File: src/rtl/msi_stimulus_sequencer_if.sv
// rtl/msi_stimulus_sequencer_if.sv - request handshake bus between stimulus sequencer and consumer
//
// Purpose: groups the valid/ready request channel and its payload fields.
// Signals:
//   ReqValid    request fields valid (master -> slave)
//   ReqReady    consumer accepts request (slave -> master)
//   AddressTest request address code
//   WriteOrRead request op (00 Read, 01 Write, 1x reserved)
//   Processor   request processor id
//   DataTest    request data code
interface msi_stimulus_sequencer_if #(
   parameter int ADDR_W = 4,
   parameter int DATA_W = 4,
   parameter int PROC_W = 2
);
   logic              ReqValid;
   logic              ReqReady;
   logic [ADDR_W-1:0] AddressTest;
   logic [1:0]        WriteOrRead;
   logic [PROC_W-1:0] Processor;
   logic [DATA_W-1:0] DataTest;

   modport master (
      output ReqValid, AddressTest, WriteOrRead, Processor, DataTest,
      input  ReqReady
   );

   modport slave (
      input  ReqValid, AddressTest, WriteOrRead, Processor, DataTest,
      output ReqReady
   );
endinterface

File: src/rtl/msi_stimulus_sequencer.sv
// rtl/msi_stimulus_sequencer.sv - loadable scripted request generator for MSI directory benches
//
// Purpose: holds a script of processor requests and issues one per
// valid/ready handshake, with run-time loading, variable length,
// inter-request gaps, loop mode, abort and completion status.
// Ports:
//   Clock, Reset      rising-edge clock, synchronous active-high reset
//   Start, Abort      run control (Abort has priority over Start)
//   LoopMode          restart at entry 0 after the last entry
//   NumEntries        script length, sampled on Start (clamped to DEPTH)
//   GapCycles         idle cycles after each handshake, sampled on Start
//   LoadEn..LoadData  table write port, ignored while Busy
//   req               request channel (master side)
//   Busy, Done        run in progress / run completed
//   IssuedCount       handshakes completed since the last Start
module msi_stimulus_sequencer #(
   parameter int DEPTH  = 16,
   parameter int IDX_W  = 4,
   parameter int ADDR_W = 4,
   parameter int DATA_W = 4,
   parameter int PROC_W = 2,
   parameter int CNT_W  = 16
) (
   input  logic                  Clock,
   input  logic                  Reset,
   input  logic                  Start,
   input  logic                  Abort,
   input  logic                  LoopMode,
   input  logic [IDX_W:0]        NumEntries,
   input  logic [7:0]            GapCycles,
   input  logic                  LoadEn,
   input  logic [IDX_W-1:0]      LoadIdx,
   input  logic [ADDR_W-1:0]     LoadAddr,
   input  logic [1:0]            LoadOp,
   input  logic [PROC_W-1:0]     LoadProc,
   input  logic [DATA_W-1:0]     LoadData,
   msi_stimulus_sequencer_if.master req,
   output logic                  Busy,
   output logic                  Done,
   output logic [CNT_W-1:0]      IssuedCount
);

   localparam int ENTRY_W = ADDR_W + 2 + PROC_W + DATA_W;
   localparam logic [IDX_W:0] DEPTH_L = (IDX_W+1)'(DEPTH);

   typedef enum logic [1:0] {S_IDLE, S_ISSUE, S_GAP, S_DONE} state_t;

   state_t             state, state_n;
   logic [IDX_W-1:0]   idx, idx_n;
   logic [IDX_W:0]     len, len_n, len_start;
   logic [7:0]         gap, gap_n, gap_cnt, gap_cnt_n;
   logic [CNT_W-1:0]   cnt_n;
   logic               fire, last, load_we;
   logic [ENTRY_W-1:0] mem [DEPTH];
   logic [ENTRY_W-1:0] load_entry, entry_n;
   logic               valid_n, busy_n, done_n;

   // ReqValid is registered as (state == ISSUE), so it doubles as the
   // "currently issuing" qualifier for the handshake.
   assign fire       = req.ReqValid & req.ReqReady;
   assign last       = ({1'b0, idx} == (len - 1'b1));
   assign load_we    = LoadEn & ~Busy;
   assign load_entry = {LoadAddr, LoadOp, LoadProc, LoadData};
   assign len_start  = (NumEntries > DEPTH_L) ? DEPTH_L : NumEntries;

   // Script table: no reset, contents survive Reset.
   always_ff @(posedge Clock) begin
      if (load_we) begin
         mem[LoadIdx] <= load_entry;
      end
   end

   // State and registered outputs.
   always_ff @(posedge Clock) begin
      if (Reset) begin
         state           <= S_IDLE;
         idx             <= '0;
         len             <= '0;
         gap             <= '0;
         gap_cnt         <= '0;
         IssuedCount     <= '0;
         Busy            <= 1'b0;
         Done            <= 1'b0;
         req.ReqValid    <= 1'b0;
         req.AddressTest <= '0;
         req.WriteOrRead <= '0;
         req.Processor   <= '0;
         req.DataTest    <= '0;
      end else begin
         state           <= state_n;
         idx             <= idx_n;
         len             <= len_n;
         gap             <= gap_n;
         gap_cnt         <= gap_cnt_n;
         IssuedCount     <= cnt_n;
         Busy            <= busy_n;
         Done            <= done_n;
         req.ReqValid    <= valid_n;
         {req.AddressTest, req.WriteOrRead, req.Processor, req.DataTest} <= entry_n;
      end
   end

   // Next-state logic.
   always_comb begin
      state_n   = state;
      idx_n     = idx;
      len_n     = len;
      gap_n     = gap;
      gap_cnt_n = gap_cnt;
      // A handshake on the Abort edge still counts.
      cnt_n     = fire ? IssuedCount + CNT_W'(1) : IssuedCount;
      if (Abort) begin
         state_n = S_IDLE;
      end else begin
         case (state)
            S_IDLE, S_DONE: begin
               if (Start) begin
                  len_n   = len_start;
                  gap_n   = GapCycles;
                  idx_n   = '0;
                  cnt_n   = '0;
                  state_n = (len_start == '0) ? S_DONE : S_ISSUE;
               end
            end
            S_ISSUE: begin
               if (fire) begin
                  if (last && !LoopMode) begin
                     state_n = S_DONE;
                  end else begin
                     idx_n = last ? '0 : idx + 1'b1;
                     if (gap == 8'd0) begin
                        state_n = S_ISSUE;
                     end else begin
                        state_n   = S_GAP;
                        gap_cnt_n = gap;
                     end
                  end
               end
            end
            S_GAP: begin
               gap_cnt_n = gap_cnt - 8'd1;
               if (gap_cnt == 8'd1) begin
                  state_n = S_ISSUE;
               end
            end
            default: state_n = S_IDLE;
         endcase
      end
   end

   // Output logic: next values of the registered outputs.
   always_comb begin
      valid_n = (state_n == S_ISSUE);
      busy_n  = (state_n == S_ISSUE) || (state_n == S_GAP);
      done_n  = (state_n == S_DONE);
      entry_n = '0;
      if (valid_n) begin
         // Forward a same-edge table write so Start+LoadEn sees new data.
         if (load_we && (LoadIdx == idx_n)) begin
            entry_n = load_entry;
         end else begin
            entry_n = mem[idx_n];
         end
      end
   end

endmodule
File: src/flat_wrapper.sv
// flat-port wrapper written by rule: the top's interface ports become plain ports
module msi_stimulus_sequencer_flat 
#(
   parameter int DEPTH  = 16,
   parameter int IDX_W  = 4,
   parameter int ADDR_W = 4,
   parameter int DATA_W = 4,
   parameter int PROC_W = 2,
   parameter int CNT_W  = 16
)
  (Clock, Reset, Start, Abort, LoopMode, NumEntries, GapCycles, LoadEn, LoadIdx, LoadAddr, LoadOp, LoadProc, LoadData, Busy, Done, IssuedCount, req_ReqValid, req_AddressTest, req_WriteOrRead, req_Processor, req_DataTest, req_ReqReady);
  msi_stimulus_sequencer_if #(.ADDR_W(ADDR_W), .DATA_W(DATA_W), .PROC_W(PROC_W)) req_i ();
  input  logic Clock;
  input  logic Reset;
  input  logic Start;
  input  logic Abort;
  input  logic LoopMode;
  input  logic [IDX_W:0] NumEntries;
  input  logic [7:0] GapCycles;
  input  logic LoadEn;
  input  logic [IDX_W-1:0] LoadIdx;
  input  logic [ADDR_W-1:0] LoadAddr;
  input  logic [1:0] LoadOp;
  input  logic [PROC_W-1:0] LoadProc;
  input  logic [DATA_W-1:0] LoadData;
  output logic Busy;
  output logic Done;
  output logic [CNT_W-1:0] IssuedCount;
  output wire logic [$bits(req_i.ReqValid)-1:0] req_ReqValid;
  output wire logic [$bits(req_i.AddressTest)-1:0] req_AddressTest;
  output wire logic [$bits(req_i.WriteOrRead)-1:0] req_WriteOrRead;
  output wire logic [$bits(req_i.Processor)-1:0] req_Processor;
  output wire logic [$bits(req_i.DataTest)-1:0] req_DataTest;
  input wire logic [$bits(req_i.ReqReady)-1:0] req_ReqReady;
  assign req_ReqValid = req_i.ReqValid;
  assign req_AddressTest = req_i.AddressTest;
  assign req_WriteOrRead = req_i.WriteOrRead;
  assign req_Processor = req_i.Processor;
  assign req_DataTest = req_i.DataTest;
  assign req_i.ReqReady = req_ReqReady;
  msi_stimulus_sequencer #(.DEPTH(DEPTH), .IDX_W(IDX_W), .ADDR_W(ADDR_W), .DATA_W(DATA_W), .PROC_W(PROC_W), .CNT_W(CNT_W)) u_core (.Clock(Clock), .Reset(Reset), .Start(Start), .Abort(Abort), .LoopMode(LoopMode), .NumEntries(NumEntries), .GapCycles(GapCycles), .LoadEn(LoadEn), .LoadIdx(LoadIdx), .LoadAddr(LoadAddr), .LoadOp(LoadOp), .LoadProc(LoadProc), .LoadData(LoadData), .req(req_i), .Busy(Busy), .Done(Done), .IssuedCount(IssuedCount));
endmodule
File: config.mk
export PLATFORM = sky130hd
export DESIGN_NAME = msi_stimulus_sequencer_flat
export DESIGN_NICKNAME = d
export VERILOG_FILES = /design/src/rtl/msi_stimulus_sequencer_if.sv /design/src/rtl/msi_stimulus_sequencer.sv /design/src/flat_wrapper.sv
export SDC_FILE = /design/constraint.sdc
export NUM_CORES = 1
export LEC_CHECK = 0
export CAP_MARGIN = 20
export CORE_MARGIN = 2
export CORE_UTILIZATION = 55
export DETAILED_ROUTE_END_ITERATION = 10
export PLACE_DENSITY = 0.78
export SLEW_MARGIN = 40
export SYNTH_ARGS = -nofsm -noshare
export SYNTH_HDL_FRONTEND = slang
export SYNTH_SLANG_ARGS = --single-unit
export TNS_END_PERCENT = 5
File: constraint.sdc
create_clock -name Clock -period 6.95 [get_ports Clock]
set_input_delay 1.39 -clock Clock [delete_from_list [all_inputs] [get_ports Clock]]
set_output_delay 1.39 -clock Clock [all_outputs]
set_load 0.01 [all_outputs]
* Yosys cells after proc, flatten, opt, wreduce, memory -nomap -nowiden
Memory sizes are Yosys's and may differ from the RTL's. A register that Yosys moved wholly into a read port is not among the register bits.
Cells that the tools add are included.
** Storage, ports and cells
- Register bits :: 46
- RAM bits :: 192
- Bits of input ports :: 36
- Output and inout port bits :: 31
- Logic and storage cells :: 67
- Memories kept :: 1
** Operators by class
- Add/sub/neg operators :: 4
- $lt $le $gt $ge :: 1
- Eq/ne operators :: 11
- Muxes and demuxes :: 25
- Bitwise gates (word level) :: 5
- Reduce and logical (&&, ||, !) cells :: 11
** Memory list
- u_core.mem :: depth 16, bits a word 12, read ports 1, clocked after memory_dff 1, write ports 1, RTL line msi_stimulus_sequencer.sv:54 : logic [ENTRY_W-1:0] mem [DEPTH];
** Operators with widths (number)
- two-way mux 16 bit :: 4
- two-way mux 8 bit :: 3
- two-way mux 4 bit :: 5
- adder 16 x 1 -> 16 bit, second input constant :: 1
- case mux 8 bit (2 select lines) :: 1
- two-way mux 2 bit :: 7
- == test 2 bit, second input constant :: 4
- == test 8 x 1 -> 1 bit, second input constant :: 1
- zero test 8 bit :: 1
- case mux 4 bit (2 select lines) :: 1
- subtractor 8 x 1 -> 8 bit, second input constant :: 1
- case mux 2 bit (3 select lines) :: 1
- == test 4 x 5 -> 1 bit :: 1
- > comparator 5 bit, second input constant :: 1
- zero test 5 bit :: 1
- two-way mux 5 bit :: 1
- AND reduction 5 bit :: 1
- subtractor 5 x 1 -> 5 bit, second input constant :: 1
- adder 4 x 1 -> 4 bit, second input constant :: 1
- == test 2 x 1 -> 1 bit, second input constant :: 2
- != test 2 bit, second input constant :: 2
- OR reduction 2 bit :: 2
- inverter 1 bit :: 3
- AND reduction 3 bit :: 1
- 8 further kinds :: 10

* Logic depth before layout (Yosys ltp)
- Depth after elaboration :: 10
- Gate-level depth with buffers :: 15

* Least setup slack after synthesis
No wires, ideal clock.
- Kind :: input port to flip-flop
- Start point :: input port Abort
- End point :: register u_core.req.DataTest[0]
- Library setup time :: 122 ps
- Data arrival time :: 3548 ps
- Required time :: 6828 ps
- Slack :: 3280 ps
- Cell stages on the path :: 11
- Cells stage by stage :: clkbuf_1 or3b_1 clkbuf_2 or3_1 o21a_1 a311o_1 nor3_1 nand4b_2 buf_6 o21ai_0 a31oi_1
** On the way
- Longest elaborated chain between the ends :: 4
** Ends and longest elaborated chain
- start: declaration :: RTL line flat_wrapper.sv:16 : input logic Abort;
- two-way mux 2 bit :: RTL line msi_stimulus_sequencer.sv:112 : if (Abort) begin
- == test 2 x 1 -> 1 bit :: RTL line msi_stimulus_sequencer.sv:153 : valid_n = (state_n == S_ISSUE);
- inverter 1 bit (no source line)
- OR reduction 2 bit (no source line)
- end signal: assignment :: RTL line msi_stimulus_sequencer.sv:99 : {req.AddressTest, req.WriteOrRead, req.Processor, req.DataTest} <= entry_n;
- end: declaration :: RTL line msi_stimulus_sequencer_if.sv:24 : output ReqValid, AddressTest, WriteOrRead, Processor, DataTest,
Parallel ways exist; a longest one is shown, timed or not.
A chain may end at the register's enable or synchronous reset.

* Worst setup path after layout
- Start point :: input port Abort
- End point :: register u_core.req.AddressTest[1]
** On the way
- Longest elaborated chain between the ends :: 4
** Ends and longest elaborated chain (RTL line)
- two-way mux 2 bit :: msi_stimulus_sequencer.sv:112
- == test 2 x 1 -> 1 bit :: msi_stimulus_sequencer.sv:153
- inverter 1 bit (no source line)
- OR reduction 2 bit (no source line)
- end signal: assignment :: msi_stimulus_sequencer.sv:99
- end: declaration :: msi_stimulus_sequencer_if.sv:24
Parallel ways exist; a longest one is shown, timed or not.

==> flow_summary_export.csv <==
group,metric,value,unit
run_status,status,"finished, final reports clean",
die,coreArea,19400,um2
yosys,synth_cell_types,66,
detailed_routing,ant_nets,0,
grt,antenna_found_initial,0,
detailed_routing,drc,0,
detailed_routing,vias,7521,
clocking,cts_buffer_depth,3,
power,leakagePower,4.222,nW
setup_path,critical_path_class,"input port to register",
finish,final_cells,1226,
finish,multi_input_area,3535,um2
yosys,syn_area,10840,um2
yosys,synth-main-ff-cell,"edfxtp_1",
clocking,root_buffer,"clkbuf_16",
yosys,yosys-top-cells-count,"edfxtp_1, nor2_1, nand2_1",
sta,setup_tns,0,ns
clocking,cts_inserted_buffers,26,
clocking,post_cts_buffers,0,
grt,grt.overflow.total,0,
clocking,cts_tree,"yes",
place,portBuffers,66,
flow_run,cap_violations,0,
yosys,yosysSeqAreaShare,0.6387,
setup_path,reg2reg_from,"u_core.len[0]",
worst_hold_path,hp-start,"u_core.gap[3]",
die,rows,51,
sta,slew_violations,0,
sta,finalClockSkew,0.008009,ns
die,fp.dieH,144.4,um
setup_path,worstSetupEndpointType,"register",
worst_hold_path,hp-class,"register to register",
detailed_routing,wl_per_cell,21.11,um
die,ios,67,
sta,rsz0062_at_grt,"false",
setup_path,worstPathArrival,4.82,ns
power,powerDensity,251.3,nW/um2
yosys,synth_top_area_frac,0.5317,
yosys,yosysMostFrequentCell,"edfxtp_1",
die,die_area,20860,um2
grt,grt_pass1_wl,39.94,mm
setup_path,start_kind,"input port",
clocking,cts.sinks,250,
finish,drive_above_1_share,0.09886,
sta,fin_crit,4.434,ns
finish,diodes,0,
yosys,syn_avg_cell_area,12.21,um2
yosys,synth-seq-cells,250,
detailed_routing,drt_iter0_drc,803,
sta,final_hold_viol_count,0,
die,fp.dieW,144.4,um
clocking,cts_hold_buffers,0,
finish,fin_area,12430,um2
yosys,syn-num-nets,933,
clocking,cts_max_level,1,
clocking,path_clk_slew,0.06,ns
sta,max_freq,225.5,MHz
setup_path,crit_start,"Abort",
finish,fill_cells,1492,
yosys,ys_async_sr_fraction,0,
yosys,ys_top_cells_by_area,"edfxtp_1, dfxtp_1, a211oi_1",
place,place_congestion,0.9056,
place,dpl-instance-area,11630,um2
detailed_routing,wirelength,25.88,mm
yosys,synth_edf_count,192,
sta,worst_slew_pin_slew,0.8427,ns
yosys,synthCells,888,
yosys,synth_area_leader_cell,"edfxtp_1",
detailed_routing,dr.pass1.iters,5,
place,dp_cells,1178,
sta,finalCritPeriodShare,0.6379,
power,peakVddDrop,291.9,uV
power,total_power,3.123,mW
finish,nNetsFinal,986,
place,dp_hpwl,15.98,mm
die,initial_core_util,0.5590,
sta,slew_headroom,0.4361,
yosys,yosys_warnings,0,
sta,setup_viol,0,
grt,grt_start_max_net_pins,73,
clocking,clock_latency,0.53,ns
grt,grt_pass1_vias,7121,
detailed_routing,viasPerCell,6.135,
grt,grt_usage,0.2512,
sta,holdWs,0.4729,ns
setup_path,crit_fanout,72,
finish,ff_latch_area,6927,um2
clocking,cts_resized,0,
setup_path,critPathRequiredTime,7.33,ns
finish,area_growth,14.60,%
-- metal layers --
| layer | track usage | wire [um] | up-vias |
|---|---|---|---|
| met5 | 0 | 0 | - |
| met4 | 0.08227 | 837 | 0 |
| met3 | 0.03543 | 2111 | 54 |
| met2 | 0.4101 | 12300 | 373 |
| met1 | 0.3499 | 10630 | 3644 |
| li1 | - | - | 3450 |
-- layout by cell type, fill, tap and decap left out, drive strengths merged, types with 5 or more instances in the layout --
cell type	instances
a211oi	75
a21oi	33
a31oi	16
and3	50
buf	17
clkbuf	42
clkdlybuf4s50	66
clkinv	5
dfxtp	58
edfxtp	192
ha	9
inv	13
mux2i	25
nand2	76
nand2b	10
nand3	24
nand3b	5
nand4	16
nor2	80
nor2b	5
nor3	15
o211ai	5
o21ai	48
or3	10
xnor2	8
xor2	9
-- per-stage QoR --
| stage | worst slack [ns] | utilization |
|---|---|---|
| CTS | 2.591 | 0.6405 |
| global placement | 2.133 | 0.5982 |
| global route | 2.300 | 0.6406 |
| floorplan | 3.280 | - |
| finish | 2.516 | 0.6406 |
| detailed placement | 2.051 | 0.5994 |
-- logic make-up (layout without fill, tap and decap cells) --
logic type	after synthesis	in the layout	share of synthesized area
buffers and inverters	71	144	0.04015
and+or+nand+nor	313	313	0.1464
adders and majority gates	9	9	0.01038
AOI/OAI and AO/OA	203	203	0.1275
xor gates and xnor gates	17	17	0.01373
DFF	250	250	0.6387
muxes	25	25	0.02308
-- area by class of cell --
type | instances | share of cell area
Clock buffer | 42 | 0.05971
Clock inverter | 6 | 0.004430
Inverter | 13 | 0.003927
Multi-Input combinational cell | 567 | 0.2844
Sequential cell | 250 | 0.5574
Tap cell | 265 | 0.02668
Timing Repair Buffer | 83 | 0.06343
-- sequential cells by signal, summed over array words and instances, names as in the netlist, 2 cells and up --
register	cells
u_core.idx	4
u_core.req.Processor	2
u_core.req.AddressTest	4
u_core.gap_cnt	8
u_core.IssuedCount	16
u_core.req.DataTest	4
u_core.state	2
u_core.gap	8
u_core.mem	192
u_core.len	5
u_core.req.WriteOrRead	2
-- where the power goes --
group | internal, mW | switching [mW] | total (mW)
registers | 1.63 | 0.0132 | 1.65
clock network | 0.764 | 0.548 | 1.31
logic | 0.0619 | 0.101 | 0.163
total | 2.46 | 0.662 | 3.12
-- worst max-delay path, cell delays in order --
cell,delay [ns]
clkdlybuf4s50_1,0.57
nor2_1,0.26
nand2_1,0.19
a21o_1,0.24
o21ai_2,0.16
buf_4,0.41
nand2_4,0.54
a211oi_1,0.56
a211oi_2,0.09
nor2_1,0.25
a31oi_1,0.11
-- path summary, 6_finish.rpt --
path                            slack (ns)                         to  depth (start not counted)
worst max register to register        3.02  u_core.req.AddressTest[1]                         11
worst min-delay path                  0.47              u_core.gap[3]                          2
worst max-delay path                  2.52  u_core.req.AddressTest[1]                         11
worst min register to register        0.47              u_core.gap[3]                          2
Power figures use the tool's default switching activity.
